<file path="config.mk">
export PLATFORM = sky130hd
export DESIGN_NAME = uart_byte_tx_flat
export DESIGN_NICKNAME = d
export VERILOG_FILES = /design/src/rtl/uart_byte_tx_if.sv /design/src/rtl/uart_byte_tx.sv /design/src/flat_wrapper.sv
export SDC_FILE = /design/constraint.sdc
export NUM_CORES = 1
export LEC_CHECK = 0
export CORE_MARGIN = 2
export CORE_UTILIZATION = 30
export CTS_CLUSTER_DIAMETER = 60
export DETAILED_ROUTE_END_ITERATION = 16
export DONT_BUFFER_PORTS = 1
export PLACE_DENSITY = 0.51
export SLEW_MARGIN = 10
export SYNTH_ARGS = -nofsm -noshare
export SYNTH_HDL_FRONTEND = slang
export SYNTH_SLANG_ARGS = --single-unit
</file>
<file path="constraint.sdc">
create_clock -name clk_50m -period 5 [get_ports clk_50m]
set_input_delay 0.75 -clock clk_50m [delete_from_list [all_inputs] [get_ports clk_50m]]
set_output_delay 0.75 -clock clk_50m [all_outputs]
set_load 0.02 [all_outputs]
</file>
<file path="src/rtl/uart_byte_tx_if.sv">
// Byte-level transmit port of the UART: request/data in, line and status out.
interface uart_byte_tx_if;
    logic [7:0] tx_data;
    logic       tx_enable;
    logic       uart_txd;
    logic       tx_busy;
    logic       tx_done;
    logic       tx_overflow;

    modport master (
        output tx_data,
        output tx_enable,
        input  uart_txd,
        input  tx_busy,
        input  tx_done,
        input  tx_overflow
    );

    modport slave (
        input  tx_data,
        input  tx_enable,
        output uart_txd,
        output tx_busy,
        output tx_done,
        output tx_overflow
    );
endinterface

</file>
<file path="src/rtl/uart_byte_tx.sv">
// 8N1 UART transmitter with edge-triggered requests and a one-byte pending buffer.
module uart_byte_tx #(
    parameter logic [31:0] CLK_FREQ  = 32'd50_000_000,
    parameter logic [31:0] BAUD_RATE = 32'd115_200
) (
    input  logic           clk_50m,
    input  logic           reset,
    uart_byte_tx_if.slave  bus
);
    localparam int unsigned BAUD_DIV = CLK_FREQ / BAUD_RATE;
    localparam int unsigned CW =
        (BAUD_DIV > 1) ? $clog2(BAUD_DIV) : 1;
    localparam logic [CW-1:0] LAST = CW'(BAUD_DIV - 1);

    typedef enum logic [1:0] {IDLE, START, DATA, STOP} state_t;

    state_t        state, state_n;
    logic [CW-1:0] cnt, cnt_n;
    logic [2:0]    idx, idx_n;
    logic [7:0]    frame, frame_n;
    logic [7:0]    buf_data;
    logic          buf_valid;
    logic          en_q, req_q;
    logic          txd_q, done_q, ovf_q;
    logic          txd_n, done_n, ovf_n;
    logic          tick, take;

    assign tick = (cnt == LAST);
    assign take = buf_valid &&
                  ((state == IDLE) || (state == STOP && tick));

    always_comb begin
        state_n = state;
        cnt_n   = tick ? '0 : cnt + CW'(1);
        idx_n   = idx;
        frame_n = frame;
        unique case (state)
            IDLE: begin
                cnt_n = '0;
                if (buf_valid) begin
                    state_n = START;
                    frame_n = buf_data;
                end
            end
            START: begin
                if (tick) begin
                    state_n = DATA;
                    idx_n   = 3'd0;
                end
            end
            DATA: begin
                if (tick) begin
                    if (idx == 3'd7) state_n = STOP;
                    else             idx_n   = idx + 3'd1;
                end
            end
            STOP: begin
                if (tick) begin
                    // Chain straight into the next start bit.
                    if (buf_valid) begin
                        state_n = START;
                        frame_n = buf_data;
                    end else begin
                        state_n = IDLE;
                    end
                end
            end
        endcase
    end

    always_comb begin
        txd_n = 1'b1;
        unique case (state_n)
            IDLE:  txd_n = 1'b1;
            START: txd_n = 1'b0;
            DATA:  txd_n = frame_n[idx_n];
            STOP:  txd_n = 1'b1;
        endcase
        done_n = (state_n == STOP) && (cnt_n == LAST);
        ovf_n  = req_q && buf_valid && !take;
    end

    always_ff @(posedge clk_50m or posedge reset) begin
        if (reset) begin
            state <= IDLE;
            cnt   <= '0;
            idx   <= 3'd0;
            frame <= 8'd0;
            txd_q <= 1'b1;
            done_q <= 1'b0;
            ovf_q <= 1'b0;
        end else begin
            state <= state_n;
            cnt   <= cnt_n;
            idx   <= idx_n;
            frame <= frame_n;
            txd_q <= txd_n;
            done_q <= done_n;
            ovf_q <= ovf_n;
        end
    end

    // Capture one cycle after the detected edge; a take frees the slot.
    always_ff @(posedge clk_50m or posedge reset) begin
        if (reset) begin
            en_q      <= 1'b0;
            req_q     <= 1'b0;
            buf_data  <= 8'd0;
            buf_valid <= 1'b0;
        end else begin
            en_q  <= bus.tx_enable;
            req_q <= bus.tx_enable & ~en_q;
            if (req_q && (!buf_valid || take)) begin
                buf_data  <= bus.tx_data;
                buf_valid <= 1'b1;
            end else if (take) begin
                buf_valid <= 1'b0;
            end
        end
    end

    assign bus.uart_txd    = txd_q;
    assign bus.tx_done     = done_q;
    assign bus.tx_overflow = ovf_q;
    assign bus.tx_busy     = (state != IDLE) | buf_valid | req_q;

endmodule

</file>
<file path="src/flat_wrapper.sv">
// flat-port wrapper written by rule: the top's interface ports become plain ports
module uart_byte_tx_flat 
#(
    parameter logic [31:0] CLK_FREQ  = 32'd50_000_000,
    parameter logic [31:0] BAUD_RATE = 32'd115_200
)
  (clk_50m, reset, bus_tx_data, bus_tx_enable, bus_uart_txd, bus_tx_busy, bus_tx_done, bus_tx_overflow);
  uart_byte_tx_if bus_i ();
  input  logic clk_50m;
  input  logic reset;
  input wire logic [$bits(bus_i.tx_data)-1:0] bus_tx_data;
  input wire logic [$bits(bus_i.tx_enable)-1:0] bus_tx_enable;
  output wire logic [$bits(bus_i.uart_txd)-1:0] bus_uart_txd;
  output wire logic [$bits(bus_i.tx_busy)-1:0] bus_tx_busy;
  output wire logic [$bits(bus_i.tx_done)-1:0] bus_tx_done;
  output wire logic [$bits(bus_i.tx_overflow)-1:0] bus_tx_overflow;
  assign bus_i.tx_data = bus_tx_data;
  assign bus_i.tx_enable = bus_tx_enable;
  assign bus_uart_txd = bus_i.uart_txd;
  assign bus_tx_busy = bus_i.tx_busy;
  assign bus_tx_done = bus_i.tx_done;
  assign bus_tx_overflow = bus_i.tx_overflow;
  uart_byte_tx #(.CLK_FREQ(CLK_FREQ), .BAUD_RATE(BAUD_RATE)) u_core (.clk_50m(clk_50m), .reset(reset), .bus(bus_i));
endmodule
</file>
==> flow_metrics.py <==
metrics = {
    "status": {
        "status": "completed",
    },
    "sta": {
        "fin_crit_ns": 2.88,
        "fin_crit_sh": 0.576,
        "hold_violations": 0,
        "hold_ws_ns": 0.403,
        "tns_ns": 0,
        "finClkSkew_ns": 0.00815,
        "rsz0062_at_grt": "no",
        "fmax_mhz": 347,
        "relSlewSlack": 0.618,
        "setup_viol": 0,
        "tightestPinTransition_ns": 0.567,
        "final_max_slew_viol_count": 0,
    },
    "synthesis": {
        "yosys-top-cells-count": "dfrtp_1, inv_1, nand2_1, ha_1, mux2_2",
        "syn_nets": 198,
        "syn-mean-instance-area_um2": 10.5,
        "synth_top_area_cell": "dfrtp_1",
        "yosysMostFrequentCell": "dfrtp_1",
        "yosysWarnings": 0,
        "synth-seq-cells": 36,
        "netlist.area_leader.share": 0.472,
        "ys_seq_area_frac": 0.486,
        "synth_area_um2": 1860,
        "synth_area_leaders": "dfrtp_1, ha_1, mux2_2, inv_1, nand2_1",
        "synthDistinctLibCells": 43,
        "synth_ff_type": "dfrtp_1",
        "synth_edf_count": 0,
        "synthCells": 176,
        "async_flop_share": 1.00,
    },
    "clocking": {
        "cts_made_buffers": 5,
        "root_buffer": "clkbuf_8",
        "cts.sink_count": 36,
        "clockBufferDepth": 2,
        "clock_latency_ns": 0.29,
        "clk_pin_slew_ns": 0.07,
        "cts_hold_buf": 0,
        "postCtsSetupBuffers": 0,
        "htree_num_levels": 2,
        "cts_tree": "done",
        "cts_resized": 0,
    },
    "cells_and_area": {
        "design_area_um2": 2040,
        "area_delta_synth_final_pct": 9.84,
        "layout-drive-gt1-share": 0.166,
        "fillers": 613,
        "seq_area_um2": 902,
        "final_util": 0.342,
        "diodes": 0,
        "multi_input_area_um2": 855,
        "layout.nets": 202,
    },
    "die": {
        "die-area_um2": 6830,
        "fp-row-count": 28,
        "die_y_um": 82.6,
        "io_pins": 15,
        "initial_utilization": 0.312,
        "core_um2": 5960,
        "die_w_um": 82.6,
    },
    "setup_path": {
        "worst_setup_path_end_kind": "flop",
        "worstPathArrival_ns": 3.11,
        "worst_setup_path_start_kind": "flop",
        "crit_required_ns": 5.23,
        "criticalPathCategory": "reg -> reg",
        "worst-path-max-fanout": 5,
    },
    "global_route": {
        "antenna_found_initial": 0,
        "grt_max_degree": 37,
        "grt_pass1_wl_mm": 6.27,
        "grt_remaining_overflow": 0,
        "first_global_vias": 1273,
        "grtUsageTotal": 0.125,
    },
    "flow_run": {
        "cap_violations": 0,
    },
    "routing": {
        "drt_iter0_drc": 37,
        "wl_per_cell_um": 14.0,
        "routed_wl_mm": 3.57,
        "ant_nets": 0,
        "drc_errors": 0,
        "vias": 1265,
        "routed_via_density": 4.94,
        "first_pass_iters": 4,
    },
    "place": {
        "portBuffers": 0,
        "post_dp_cell_area_um2": 1940,
        "dp_hpwl_mm": 2.58,
        "gp_congestion": 0.757,
    },
    "pwr": {
        "ir_drop_mv": 0.222,
        "p_leak_uw": 0.000955,
        "pwr_density_cell_nw_per_um2": 563,
    },
    "min_path": {
        "min_path_type": "reg -> reg",
    },
}
-- report_power, final --
part | internal, uW | switching, uW | total (uW)
Sequential | 394 | 67.9 | 462
Combinational | 200 | 269 | 470
Clock | 112 | 105 | 217
-- worst paths after layout --
kind                                            end  cells past startpoint          start  slack, ns
worst max-delay path             u_core.bus.tx_done                     12  u_core.cnt[1]       2.12
worst min-delay path                   u_core.req_q                      1    u_core.en_q       0.40
worst max register to register   u_core.bus.tx_done                     12  u_core.cnt[1]       2.12
worst min register to register         u_core.req_q                      1    u_core.en_q       0.40
max in group asynchronous       u_core.bus.uart_txd                      2          reset       4.21
min in group asynchronous             u_core.cnt[7]                      2          reset       0.45
-- cell usage in the layout (no fill, tap or decap), types with 4 or more instances in the layout --
cell type / synthesis / routed
dfrtp_1: 35 / 35
inv_1: 21 / 21
nand2_1: 15 / 15
mux2_2: 11 / 11
ha_1: 11 / 11
nor3_1: 10 / 10
o22ai_1: 8 / 8
nand3_1: 7 / 7
clkbuf_8: 0 / 6
nor2_1: 5 / 5
xor2_1: 5 / 5
a21oi_1: 4 / 4
-- logic make-up after synthesis --
logic type | count (synthesis) | synth area share
AO/OA/AOI/OAI | 25 | 0.104
XOR/XNOR | 7 | 0.0330
adder cells (fa/ha/maj) | 11 | 0.0742
buffers and inverters | 26 | 0.0533
flip-flops | 36 | 0.486
multiplexers | 14 | 0.0829
AND/OR/NAND/NOR | 57 | 0.167
-- stage by stage --
step | setup slack [ns] | cells | total power (uW)
global placement | 2.21 | 248 | 936
finish | 2.12 | 256 | 1150
CTS | 2.12 | 256 | 1170
detailed placement | 2.15 | 248 | 943
floorplan | 2.34 | 176 | 834
global route | 1.94 | 256 | 1250
-- layout make-up --
cell class / instances / area share
flip-flops and latches: 36 / 0.443
multi-input cells: 114 / 0.419
well taps: 75 / 0.0460
clock buffers: 7 / 0.0424
inverters: 21 / 0.0387
repair buffers: 2 / 0.00737
clock inverters: 1 / 0.00368
-- layer usage --
layer	routed length, um	vias up	global-route usage
li1	-	618	-
met1	1690	623	0.164
met2	1690	17	0.190
met3	105	7	0.0337
met4	83	0	0.0623
met5	0	-	0
-- registers in the layout, summed over array words and instances, names as in the netlist --
register / cells
u_core.cnt: 9
u_core.buf_data: 8
u_core.frame: 8
u_core.idx: 3
u_core.state: 2
u_core.buf_valid: 1
u_core.bus.tx_done: 1
u_core.bus.tx_overflow: 1
u_core.bus.uart_txd: 1
u_core.en_q: 1
u_core.req_q: 1
-- critical path, cell delays in order (launching register included) --
cell and delay [ns]:
dfrtp_1 0.42, inv_1 0.07, ha_1 0.15, nand4b_1 0.13, or4_4 0.53, or4b_2 0.61
and3_1 0.23, inv_1 0.10, ha_1 0.16, nand2_1 0.06, nor3_1 0.13, nand4_1 0.12
nor2_1 0.12
Note: power is estimated with default switching activity, not from simulation.
